`config.mk`:
```
export PLATFORM = sky130hd
export DESIGN_NAME = serial_pattern_detector_flat
export DESIGN_NICKNAME = d
export VERILOG_FILES = /design/src/rtl/serial_pattern_detector_if.sv /design/src/rtl/serial_pattern_detector.sv /design/src/flat_wrapper.sv
export SDC_FILE = /design/constraint.sdc
export NUM_CORES = 1
export LEC_CHECK = 0
export CAP_MARGIN = 20
export CORE_ASPECT_RATIO = 0.8
export CORE_UTILIZATION = 41
export CTS_BUF_LIST = sky130_fd_sc_hd__clkbuf_4 sky130_fd_sc_hd__clkbuf_8 sky130_fd_sc_hd__clkbuf_16
export DETAILED_ROUTE_END_ITERATION = 8
export HOLD_SLACK_MARGIN = 0.12
export PLACE_DENSITY = 0.65
export SYNTH_ARGS = -nofsm -noshare
export SYNTH_HDL_FRONTEND = slang
export SYNTH_SLANG_ARGS = --single-unit
```
`constraint.sdc`:
```
create_clock -name clk -period 2.1 [get_ports clk]
set_input_delay 0.21 -clock clk [delete_from_list [all_inputs] [get_ports clk]]
set_output_delay 0.21 -clock clk [all_outputs]
set_load 0.005 [all_outputs]
```
`src/rtl/serial_pattern_detector_if.sv`:
```
// Serial bit-stream input and detector results, bundled for the pattern detector.
// master drives the stream and clear; slave is the detector.
interface serial_pattern_detector_if #(
    parameter int PAT_LEN   = 4,
    parameter int CNT_WIDTH = 8
);
    logic                 d;
    logic                 dValid;
    logic                 clear;
    logic [PAT_LEN-1:0]   shiftOut;
    logic                 match;
    logic [CNT_WIDTH-1:0] matchCount;
    logic                 countSat;

    modport master (
        output d, dValid, clear,
        input  shiftOut, match, matchCount, countSat
    );

    modport slave (
        input  d, dValid, clear,
        output shiftOut, match, matchCount, countSat
    );
endinterface

```
`src/rtl/serial_pattern_detector.sv`:
```
// Shifts accepted serial bits into a PAT_LEN register, pulses match on each PATTERN hit, counts hits (saturating).
// Latency: match/shiftOut/matchCount update at the edge that accepts the completing bit; all outputs registered.
// Backpressure: none; bits are taken only when dValid is high, otherwise the stream is ignored and state holds.
module serial_pattern_detector #(
    parameter int                 PAT_LEN   = 4,
    parameter logic [PAT_LEN-1:0] PATTERN   = 4'b1011,
    parameter bit                 OVERLAP   = 1'b1,
    parameter int                 CNT_WIDTH = 8
) (
    input  logic                    clk,
    input  logic                    resetBar,
    serial_pattern_detector_if.slave bus
);
    localparam int                   FILL_W  = $clog2(PAT_LEN + 1);
    localparam logic [FILL_W-1:0]    FULL    = FILL_W'(PAT_LEN);
    localparam logic [CNT_WIDTH-1:0] CNT_MAX = {CNT_WIDTH{1'b1}};

    typedef enum logic [1:0] {
        EMPTY   = 2'd0,
        FILLING = 2'd1,
        ARMED   = 2'd2
    } state_t;

    // The state is a decode of the fill level; it is kept registered so the
    // accept path can use it directly instead of re-comparing fill.
    function automatic state_t state_of(input logic [FILL_W-1:0] f);
        if (f == '0) begin
            return EMPTY;
        end else if (f == FULL) begin
            return ARMED;
        end else begin
            return FILLING;
        end
    endfunction

    state_t               state;
    state_t               state_nxt;
    logic [FILL_W-1:0]    fill_cnt;
    logic [FILL_W-1:0]    fill_nxt;
    logic [PAT_LEN-1:0]   shift_reg;
    logic [PAT_LEN-1:0]   shift_nxt;
    logic                 match_reg;
    logic                 match_nxt;
    logic [CNT_WIDTH-1:0] count_reg;
    logic [CNT_WIDTH-1:0] count_nxt;

    logic [PAT_LEN-1:0]   shift_acc;
    logic [FILL_W-1:0]    fill_acc;
    logic                 hit;

    always_ff @(posedge clk or negedge resetBar) begin
        if (!resetBar) begin
            state     <= EMPTY;
            fill_cnt  <= '0;
            shift_reg <= '0;
            match_reg <= 1'b0;
            count_reg <= '0;
        end else begin
            state     <= state_nxt;
            fill_cnt  <= fill_nxt;
            shift_reg <= shift_nxt;
            match_reg <= match_nxt;
            count_reg <= count_nxt;
        end
    end

    always_comb begin
        shift_nxt = shift_reg;
        fill_nxt  = fill_cnt;
        match_nxt = 1'b0;
        count_nxt = count_reg;

        // Candidate contents if the current bit is accepted.
        shift_acc = {shift_reg[PAT_LEN-2:0], bus.d};
        fill_acc  = (state == ARMED) ? FULL : fill_cnt + FILL_W'(1);
        hit       = (shift_acc == PATTERN) && (fill_acc == FULL);

        if (bus.clear) begin
            shift_nxt = '0;
            fill_nxt  = '0;
            count_nxt = '0;
        end else if (bus.dValid) begin
            shift_nxt = shift_acc;
            match_nxt = hit;
            // Without overlap, bits of a completed pattern may not start the next one.
            fill_nxt  = (hit && !OVERLAP) ? '0 : fill_acc;
            if (hit && (count_reg != CNT_MAX)) begin
                count_nxt = count_reg + CNT_WIDTH'(1);
            end
        end

        state_nxt = state_of(fill_nxt);
    end

    assign bus.shiftOut   = shift_reg;
    assign bus.match      = match_reg;
    assign bus.matchCount = count_reg;
    assign bus.countSat   = (count_reg == CNT_MAX);

endmodule

```
`src/flat_wrapper.sv`:
```
// flat-port wrapper written by rule: the top's interface ports become plain ports
module serial_pattern_detector_flat 
#(
    parameter int                 PAT_LEN   = 4,
    parameter logic [PAT_LEN-1:0] PATTERN   = 4'b1011,
    parameter bit                 OVERLAP   = 1'b1,
    parameter int                 CNT_WIDTH = 8
)
  (clk, resetBar, bus_d, bus_dValid, bus_clear, bus_shiftOut, bus_match, bus_matchCount, bus_countSat);
  serial_pattern_detector_if #(.PAT_LEN(PAT_LEN), .CNT_WIDTH(CNT_WIDTH)) bus_i ();
  input  logic clk;
  input  logic resetBar;
  input wire logic [$bits(bus_i.d)-1:0] bus_d;
  input wire logic [$bits(bus_i.dValid)-1:0] bus_dValid;
  input wire logic [$bits(bus_i.clear)-1:0] bus_clear;
  output wire logic [$bits(bus_i.shiftOut)-1:0] bus_shiftOut;
  output wire logic [$bits(bus_i.match)-1:0] bus_match;
  output wire logic [$bits(bus_i.matchCount)-1:0] bus_matchCount;
  output wire logic [$bits(bus_i.countSat)-1:0] bus_countSat;
  assign bus_i.d = bus_d;
  assign bus_i.dValid = bus_dValid;
  assign bus_i.clear = bus_clear;
  assign bus_shiftOut = bus_i.shiftOut;
  assign bus_match = bus_i.match;
  assign bus_matchCount = bus_i.matchCount;
  assign bus_countSat = bus_i.countSat;
  serial_pattern_detector #(.PAT_LEN(PAT_LEN), .PATTERN(PATTERN), .OVERLAP(OVERLAP), .CNT_WIDTH(CNT_WIDTH)) u_core (.clk(clk), .resetBar(resetBar), .bus(bus_i));
endmodule
```
==> out/results.ini <==
[timing]
holdWs_ns = 0.2356
finalHoldViolations = 0
fin_crit_ns = 1.982
setup_viol = 0
drv_slew = 0
tightest_slew_ns = 0.6860
relSlewSlack = 0.5412
fmax_ghz = 0.5045
skew_ns = 0.003288
min_period_over_period = 0.9439

[drt]
dr_total_vias = 785
drcViolationCount = 0
drt_iter0_markers = 18
dr.pass1.iters = 4
vias_per_cell = 5.451
ant_nets = 0
wl_mm = 2.036
wire_per_inst_um = 14.14

[clocking]
htreeDepth = 1
clk_path_buf_depth = 2
cts-root-buf = clkbuf_4
clk_latency_ns = 0.29
path_clk_slew_ns = 0.10
hold_buffers = 0
clock_sinks = 18
post_cts_buffers = 0
tritoncts = done
numCtsBuffers = 3

[power_and_ir_drop]
powerDensity_mw_per_mm2 = 487.4
power_uw = 614.1
vdd.ir_drop.worst_uv = 470.1
p_leak_uw = 0.0005235

[die]
io_pins = 19
dieArea_mm2 = 0.002581
initial_core_util = 0.4444
die_w_um = 56.55
fp-row-count = 15
fp.dieH_um = 45.64
core_mm2 = 0.002196

[logic_synthesis]
yosysTopAreaCell = dfrtp_1
synthDistinctLibCells = 33
syn_avg_cell_area_um2 = 10.27
synth_edf_count = 0
yosys.area.top_type_share = 0.4615
seq_area_frac_synth = 0.4615
synth_ff_type = dfrtp_1
synthTopCellsByArea = dfrtp_1 (46%), mux2_1 (5.8%), nor2b_1 (4.5%), nor2_1 (4.2%), mux2i_1 (4.1%)
ys_async_sr_fraction = 1.000
synth.most_common_cell = dfrtp_1
synth_cells = 95
ys_ff_latch = 18
syn_nets = 102
yosysWarnings = 0
ys_top_cells_by_count = dfrtp_1 (18), nor2_1 (11), nor2b_1 (7)
synth_area_um2 = 975.9

[setup_path]
worst-path-max-fanout = 6
cp_data_required_time_ns = 1.89
crit_path_end_kind = primary output
crit_type = reg2out
ff2ff_setup_slack_ns = 0.12
cp-start-kind = register
worstPathArrival_ns = 1.77

[global_routing]
grt.overflow.total = 0
antenna_found_initial = 0
grt_pass1_vias = 742
grt_use_total = 0.1756
grt_pass1_wl_mm = 3.374
grt_start_max_net_pins = 20

[place]
portBuffers = 18
placed_area_mm2 = 0.001210
globalplace.congestion = 0.7538
placedCellCount = 140
hpwlAfterDp_mm = 1.433

[hold_path]
hp-class = in2async

[final_layout]
largest_reg_flops = 8
drive_above_1_share = 0.1513
diodes = 0
stdcell_area_mm2 = 0.001260
fin_cells = 144
layout.nets = 128
area_growth_pct = 29.10
final_util = 0.5738
fill_cells = 203

[run]
cap_violations = 0

[status]
status = complete, no violations

-- worst max-delay path: stages (launching register included) --
cell and delay, ns:
dfrtp_1 0.47, ha_1 0.26, nand3_1 0.12, nor2_2 0.13, clkdlybuf4s50_1 0.51
-- layout by cell type, fill, tap and decap left out, types with 3 or more instances in the layout --
master           instances
nor3_1                   3
nor2_1                  11
buf_4                    7
dfrtp_1                 18
nand2_1                  3
a21oi_1                  5
clkbuf_4                 3
clkdlybuf4s50_1         18
mux2_1                   5
nor2b_1                  7
nand3_1                  5
mux2i_1                  4
-- layout make-up --
type	instances	area (µm²)	share of cell area
Clock buffer	3	22.52	0.01787
Inverter	2	10.01	0.007944
Multi-Input combinational cell	71	513.0	0.4071
Sequential cell	18	450.4	0.3575
Tap cell	25	31.28	0.02483
Timing Repair Buffer	25	232.7	0.1847
-- metal layers --
layer  vias to the layer above  global-route usage  share of wire
met1                       371              0.2437           0.48
met3                         2             0.05966          0.037
met4                         0             0.02927         0.0074
met5                         -                   0              0
met2                        12              0.2729           0.47
li1                        400                   -              -
-- cells by family (layout without fill, tap and decap cells) --
family / Yosys count / in the layout / share of synthesized area
DFF: 18 / 18 / 0.4615
AOI/OAI and AO/OA: 11 / 12 / 0.07050
muxes: 9 / 9 / 0.09872
and+or+nand+nor: 47 / 47 / 0.2936
adders and majority gates: 2 / 2 / 0.02564
buffers and inverters: 7 / 30 / 0.04103
xor gates and xnor gates: 1 / 1 / 0.008976
-- per-stage QoR --
| stage | worst slack, ns | setup TNS, ns |
|---|---|---|
| floorplan | 0.1353 | 0 |
| global placement | 0.05726 | 0 |
| detailed placement | 0.02888 | 0 |
| CTS | 0.02018 | 0 |
| global route | -0.002429 | -0.002429 |
| finish | 0.1177 | 0 |
-- where the power goes --
group / switching, µW / total, µW / internal [µW]
logic: 47.1 / 82.3 / 35.3
clock network: 103 / 169 / 66.7
registers: 6.31 / 362 / 356
total: 156 / 614 / 458
-- worst paths after layout --
| kind | from | endpoint | cells after the start |
|---|---|---|---|
| setup / recovery | u_core.bus.matchCount[1]$_DFFE_PN0P_ | bus_countSat | 4 |
| hold / removal | resetBar | u_core.bus.shiftOut[3]$_DFFE_PN0P_ | 2 |
| setup reg to reg | u_core.fill_cnt[1]$_DFF_PN0_ | u_core.bus.matchCount[4]$_DFFE_PN0P_ | 5 |
| hold reg to reg | u_core.bus.shiftOut[3]$_DFFE_PN0P_ | u_core.bus.shiftOut[3]$_DFFE_PN0P_ | 2 |
| max in group asynchronous | resetBar | u_core.bus.matchCount[6]$_DFFE_PN0P_ | 2 |
| min in group clk | u_core.bus.shiftOut[3]$_DFFE_PN0P_ | u_core.bus.shiftOut[3]$_DFFE_PN0P_ | 2 |
-- what timing repair did --
action	in CTS	in global routing
gates resized for setup	0	3
endpoints found under the hold margin	0	0
endpoints found under the setup margin	0	8
(Power assumes the default switching activity.)
